## src/rtl/scd_mem_pkg.sv

```systemverilog
// Shared types and helpers for the wait-state memory: controller states,
// channel identifiers, byte-lane merge and byte-address to word-index mapping.
package scd_mem_pkg;

  typedef enum logic [1:0] {IDLE, WAIT, RESP} state_t;
  typedef enum logic {CH_CPU, CH_DBG} chan_t;

  // Helpers work on the widest supported word; callers cast in and out.
  localparam int MAX_DATA_W = 128;
  localparam int MAX_BE_W   = MAX_DATA_W / 8;

  function automatic logic [MAX_DATA_W-1:0] byte_merge(
    input logic [MAX_DATA_W-1:0] old_word,
    input logic [MAX_DATA_W-1:0] new_word,
    input logic [MAX_BE_W-1:0]   be
  );
    logic [MAX_DATA_W-1:0] w;
    w = old_word;
    for (int i = 0; i < MAX_BE_W; i++) begin
      if (be[i]) w[i*8 +: 8] = new_word[i*8 +: 8];
    end
    return w;
  endfunction

  function automatic logic [31:0] word_index(
    input logic [31:0] addr,
    input int unsigned shift
  );
    return addr >> shift;
  endfunction

endpackage

```

## src/rtl/mem_array.sv

```systemverilog
// Single-port word RAM with per-byte write enables and a registered read port.
// The read port returns the post-write word, so a write responds with merged data.
module mem_array
  import scd_mem_pkg::*;
#(
  parameter int DATA_W = 16,
  parameter int DEPTH  = 128,
  localparam int BE_W  = DATA_W / 8,
  localparam int IDX_W = (DEPTH > 1) ? $clog2(DEPTH) : 1
) (
  input  logic              clk,
  input  logic              en,
  input  logic              we,
  input  logic [IDX_W-1:0]  idx,
  input  logic [BE_W-1:0]   be,
  input  logic [DATA_W-1:0] wdata,
  output logic [DATA_W-1:0] rdata
);

  logic [DATA_W-1:0] mem [DEPTH];

  always_ff @(posedge clk) begin
    if (en) begin
      for (int b = 0; b < BE_W; b++) begin
        if (we && be[b]) mem[idx][b*8 +: 8] <= wdata[b*8 +: 8];
      end
      rdata <= DATA_W'(byte_merge(MAX_DATA_W'(mem[idx]), MAX_DATA_W'(wdata),
                                  MAX_BE_W'(we ? be : '0)));
    end
  end

endmodule

```

## src/rtl/wait_state_memory.sv

```systemverilog
// Two-channel (cpu, dbg) word memory with byte addressing, byte enables and a
// configurable number of wait states between acceptance and response.
module wait_state_memory
  import scd_mem_pkg::*;
#(
  parameter int DATA_W      = 16,
  parameter int ADDR_W      = 8,
  parameter int DEPTH       = 128,
  parameter int WAIT_STATES = 0
) (
  input  logic                clk,
  input  logic                rst_n,
  input  logic                cpu_req,
  input  logic                cpu_we,
  input  logic [ADDR_W-1:0]   cpu_addr,
  input  logic [DATA_W/8-1:0] cpu_be,
  input  logic [DATA_W-1:0]   cpu_wdata,
  output logic                cpu_ready,
  output logic [DATA_W-1:0]   cpu_rdata,
  output logic                cpu_err,
  input  logic                dbg_req,
  input  logic                dbg_we,
  input  logic [ADDR_W-1:0]   dbg_addr,
  input  logic [DATA_W/8-1:0] dbg_be,
  input  logic [DATA_W-1:0]   dbg_wdata,
  output logic                dbg_ready,
  output logic [DATA_W-1:0]   dbg_rdata,
  output logic                dbg_err
);

  localparam int BE_W  = DATA_W / 8;
  localparam int SHIFT = $clog2(BE_W);
  localparam int IDX_W = (DEPTH > 1) ? $clog2(DEPTH) : 1;

  // Handshake: req is a level held until the one-cycle ready strobe; the
  // requester drops req in the ready cycle, since req seen in IDLE is new.
  state_t            state, state_n;
  logic [3:0]        count_q, count_n;
  logic              mem_en;
  logic              accept;

  chan_t             sel_gnt;
  logic              sel_we;
  logic [ADDR_W-1:0] sel_addr;
  logic [BE_W-1:0]   sel_be;
  logic [DATA_W-1:0] sel_wdata;
  logic [31:0]       sel_widx;

  chan_t             gnt_q;
  logic              we_q;
  logic              oor_q;
  logic [IDX_W-1:0]  idx_q;
  logic [BE_W-1:0]   be_q;
  logic [DATA_W-1:0] wdata_q;

  logic [DATA_W-1:0] arr_rdata, resp_data;
  logic [DATA_W-1:0] cpu_hold, dbg_hold;

  // dbg wins whenever both channels are requesting in IDLE.
  assign sel_gnt   = dbg_req ? CH_DBG : CH_CPU;
  assign sel_we    = dbg_req ? dbg_we    : cpu_we;
  assign sel_addr  = dbg_req ? dbg_addr  : cpu_addr;
  assign sel_be    = dbg_req ? dbg_be    : cpu_be;
  assign sel_wdata = dbg_req ? dbg_wdata : cpu_wdata;
  assign sel_widx  = word_index(32'(sel_addr), SHIFT);
  assign accept    = (state == IDLE) && (cpu_req || dbg_req);

  always_comb begin
    state_n = state;
    count_n = count_q;
    mem_en  = 1'b0;
    case (state)
      IDLE: begin
        if (cpu_req || dbg_req) begin
          state_n = WAIT;
          count_n = 4'(WAIT_STATES);
        end
      end
      WAIT: begin
        if (count_q == 4'd0) begin
          state_n = RESP;
          mem_en  = !oor_q;
        end else begin
          count_n = count_q - 4'd1;
        end
      end
      RESP:    state_n = IDLE;
      default: state_n = IDLE;
    endcase
  end

  always_ff @(posedge clk or negedge rst_n) begin
    if (!rst_n) begin
      state    <= IDLE;
      count_q  <= '0;
      gnt_q    <= CH_CPU;
      we_q     <= 1'b0;
      oor_q    <= 1'b0;
      idx_q    <= '0;
      be_q     <= '0;
      wdata_q  <= '0;
      cpu_hold <= '0;
      dbg_hold <= '0;
    end else begin
      state   <= state_n;
      count_q <= count_n;
      if (accept) begin
        gnt_q   <= sel_gnt;
        we_q    <= sel_we;
        oor_q   <= (sel_widx >= 32'(DEPTH));
        idx_q   <= sel_widx[IDX_W-1:0];
        be_q    <= sel_be;
        wdata_q <= sel_wdata;
      end
      if (cpu_ready) cpu_hold <= resp_data;
      if (dbg_ready) dbg_hold <= resp_data;
    end
  end

  mem_array #(
    .DATA_W (DATA_W),
    .DEPTH  (DEPTH)
  ) u_mem_array (
    .clk   (clk),
    .en    (mem_en),
    .we    (we_q),
    .idx   (idx_q),
    .be    (be_q),
    .wdata (wdata_q),
    .rdata (arr_rdata)
  );

  // Out-of-range accesses never touch the array and answer with zero data.
  assign resp_data = oor_q ? '0 : arr_rdata;

  assign cpu_ready = (state == RESP) && (gnt_q == CH_CPU);
  assign dbg_ready = (state == RESP) && (gnt_q == CH_DBG);
  assign cpu_err   = cpu_ready && oor_q;
  assign dbg_err   = dbg_ready && oor_q;
  assign cpu_rdata = cpu_ready ? resp_data : cpu_hold;
  assign dbg_rdata = dbg_ready ? resp_data : dbg_hold;

endmodule

```

## config.mk

```make
export PLATFORM = sky130hd
export DESIGN_NAME = wait_state_memory
export DESIGN_NICKNAME = d
export VERILOG_FILES = /design/src/rtl/scd_mem_pkg.sv /design/src/rtl/mem_array.sv /design/src/rtl/wait_state_memory.sv
export SDC_FILE = /design/constraint.sdc
export NUM_CORES = 2
export LEC_CHECK = 0
export CORE_ASPECT_RATIO = 1.25
export CORE_MARGIN = 1
export CORE_UTILIZATION = 40
export CTS_CLUSTER_DIAMETER = 50
export DETAILED_ROUTE_END_ITERATION = 8
export SLEW_MARGIN = 25
export SYNTH_ARGS = -nofsm -noshare
export SYNTH_HDL_FRONTEND = slang
export SYNTH_SLANG_ARGS = --single-unit
```

## constraint.sdc

```tcl
create_clock -name clk -period 3.6 [get_ports clk]
set_input_delay 0.72 -clock clk [delete_from_list [all_inputs] [get_ports clk]]
set_output_delay 0.72 -clock clk [all_outputs]
set_load 0.05 [all_outputs]
```

==> results.md <==
* Final Hold Fails at 0
* Critical path, cell by cell: buf_12, nor2_4, buf_4, a22oi_1, o2111ai_1, a21oi_1, nor4b_1, buf_4, o22ai_1, o211ai_1, buf_4
* Chip width at about 410 um
* Actual slew at the worst max-slew pin at 1.07 ns
* Crit Reg-Reg Startpoint: idx_q[2]
* Most used cell, CP: buf_4
* Critical Path RT at around 4.3 ns
* Multi-input gate area at ~18000 um^2
* Synth Warn # at 0
* Syn avg cell area at ~17 um^2
* # rows at between 150 and 200
* CTS tree: yes
* #FFs+latches synth at 2129
* RD Place Congestion at just over 0.9
* Largest net degree at the start of global routing at roughly 100
* Max-Cap Viols at 0
* Slew Viols, Final at 0
* First-pass detailed-route iteration total at 6
* CTS sink cnt at approximately 2100
* Worst-path clk slew at around 0.06 ns
* Tot Pwr at a little over 80 mW
* R2R cell count at 11
* Fin crit period at 3.57 ns
* CTS buffer count at a little under 200
* Synth Area in XOR/XNOR at less than 1%
* P&R area growth vs syn at 18.0%
* DRT iter0 DRCs at about 6600
* Clock Skew at a little over 0.04 ns
* Fin worst setup slack at ~0.028 ns
* Number of fill cells at about 17000
* Synth Cell Area at just over 80000 um^2
* Final TNS setup at 0 ns
* Slowest Stage Delay on Critical Path at around 0.60 ns
* Crit. End Element: register
* ANT nets after route at 0
* GR Util All Layers at between 20 and 25%
* Slowest-stage cell, CP: dfrtp_4
* Clock buffer depth at 3
* Largest family of logic cells by synthesized area: compound AO/OA/AOI/OAI gates
* Storage element area at approximately 64000 um^2
* Vias post-DR at 49703
* Top FF cell, synth: edfxtp_1
* Dpl ws at -0.00593 ns
* Peak VDD IR at slightly below 0.8 mV
* Routed WL at between 200000 and 300000 um
* Final #Nets at around 5400
* Remaining DRCs at 0
* Compound-Gate Fraction of Synth Area at under 10%
* Layout cells sized above 1 at around a quarter
* DIE AREA at between 200000 and 250000 um^2
* Slew HR at between 20% and 30%
* Netlist cell types at 75
* # setup viols final at 0
* Sequential-to-total area share from yosys stat at between 70% and 80%
* Global route overflow at 0
* Commonest non-fill, non-tap cell in the layout: edfxtp_1
* Number of enable flip-flop cells after synthesis at ~2100
* Initial core utilization at 40.3%
* Core ar. at 206000 um^2
* DR WL/cell at ~32 um
* RSZ-0062 raised after global routing: false
* WP data arrival at ~4.3 ns
* Outcome: finished clean
* Number of global-route vias before repair at a little under 50000
* Static Leak at between 30 and 40 nW
* Critical Path Start Type: register
* Fmax at around 0.28 GHz
* Post-synthesis mux area share at about 8.0%
* Most frequent cells in the layout: 2064 x edfxtp_1, 621 x buf_4, 390 x nor2_1
* Top Ports at 94
* Hold Crit Class: primary input to async pin
* Final period util at just under 100%
* Cells after Synth at 4739
* DP Cell Count at approximately 7900
* Vias per cell at roughly 6.0
* H-tree levels at 4
* Worst reg2reg path endpoint: u_mem_array.rdata[9]
* HPWL Detailed at about 170000 um
* Setup CP Type: register to register
* Reg2reg setup slack at 0.03 ns
* First-pass GRT wire length at approximately 370000 um
* Simple-gate area share of the yosys netlist at 3.72%
* Worst skew pair latency at ~0.86 ns
* Non-Filler Instances at between 8000 and 9000
* Antenna violations before repair at 11
* Die H at ~500 um
* CP max FO at 13
* CTS Root Cell: clkbuf_16
* Post-synthesis adder-cell area fraction at less than 1%
* Async SR Flop Fraction at under 10%
* Pwr/cell area at 841 nW/um^2
* IO buf count at 89
## worst max path at each step
stage | start | to | slack (ns) | cells after the start
detailed placement | idx_q[2] | u_mem_array.rdata[9] | -0.006 | 12
CTS | state[0] | cpu_rdata[3] | 0.0001 | 4
finish | idx_q[2] | u_mem_array.rdata[9] | 0.03 | 11
global placement | idx_q[2] | u_mem_array.rdata[9] | -0.03 | 12
global route | idx_q[1] | u_mem_array.rdata[9] | 0.00002 | 11
floorplan | state[0] | cpu_rdata[10] | 0.53 | 3
## metal layers
metal	wire length, um	track usage, %	part of all wire (%)
met3	24500	4.41	9.4
met1	98100	31.8	38
met4	13000	11.1	5.0
met2	125000	39.8	48
met5	36	0	0.014
## area by class of cell
cell class | instances | share of cell area (%)
timing repair buffer | 778 | 7.07
clock inverter | 114 | 1.01
antenna | 4 | 0.0102
clock buffer | 246 | 5.23
inverter | 8 | 0.0448
multi-input combinational | 2251 | 18.0
sequential | 2129 | 65.1
tap | 2726 | 3.49
## sequential cells by signal, indices dropped and copies added (netlist names), 2 cells and up
name / cells
wdata_q: 16
u_mem_array.mem: 2048
u_mem_array.rdata: 16
cpu_hold: 16
idx_q: 7
count_q: 4
state: 2
be_q: 2
dbg_hold: 16
## metrics by stage
step           utilization, %  area [um^2]  hold slack [ns]
5_1_grt                  47.5        97800            0.360
6_report                 47.5        97800            0.347
2_1_floorplan               -        82900            0.424
3_5_place_dp             44.5        91600            0.462
4_1_cts                  47.5        97700            0.301
3_3_place_gp             44.5        91500            0.461
## where the power goes
part	internal (mW)	switching, mW	total, mW
registers	31.2	2.42	33.6
clock network	11.0	9.15	20.2
logic	9.74	18.7	28.4
## Yosys cell counts, drive strengths merged, types with 7 or more instances
| library cell | n | area share, % |
|---|---|---|
| nor3 | 22 | 0.13 |
| a222oi | 9 | 0.11 |
| mux2 | 169 | 2.3 |
| a221oi | 279 | 3.0 |
| o21ai | 148 | 0.89 |
| clkbuf | 146 | 0.66 |
| mux4 | 134 | 3.6 |
| o311ai | 7 | 0.074 |
| o22a | 14 | 0.15 |
| and3 | 13 | 0.098 |
| o211ai | 13 | 0.12 |
| mux2i | 173 | 2.1 |
| a31oi | 34 | 0.26 |
| a221o | 73 | 0.88 |
| inv | 7 | 0.032 |
| o22ai | 28 | 0.21 |
| a21oi | 125 | 0.76 |
| nor2b | 14 | 0.11 |
| dfrtp | 65 | 2.0 |
| o2bb2ai | 14 | 0.15 |
| a22o | 33 | 0.35 |
| nor4 | 10 | 0.076 |
| o2111ai | 11 | 0.12 |
| buf | 206 | 1.4 |
| nor2 | 393 | 1.8 |
| a211oi | 24 | 0.22 |
| and2 | 8 | 0.060 |
| a2111oi | 7 | 0.074 |
| nand2 | 244 | 1.1 |
| nand3 | 19 | 0.11 |
| o221ai | 26 | 0.27 |
| edfxtp | 2064 | 75 |
| a22oi | 116 | 1.1 |
## critical path, delay by kind of cell (launching register included)
kind	cells	cell delay, ns
buffers and inverters	4	1.01
and+or+nand+nor	2	0.99
AOI/OAI and AO/OA	5	0.78
DFF	1	0.60
## cell families after synthesis
| kind of cell | Yosys count |
|---|---|
| buffers and inverters | 360 |
| DFF | 2129 |
| muxes | 476 |
| AOI/OAI and AO/OA | 1019 |
| xor gates and xnor gates | 2 |
| and+or+nand+nor | 750 |
| adders and majority gates | 2 |
| other | 1 |
## what timing repair did
action	4_1_cts	5_1_grt
endpoints found under the hold margin	18	0
setup buffers	1	0
gates resized for setup	12	5
pin swaps	1	1
cloned	0	0
hold buffers	1	0
endpoints found under the setup margin	20	6
Note: power is estimated with default switching activity, not from simulation.
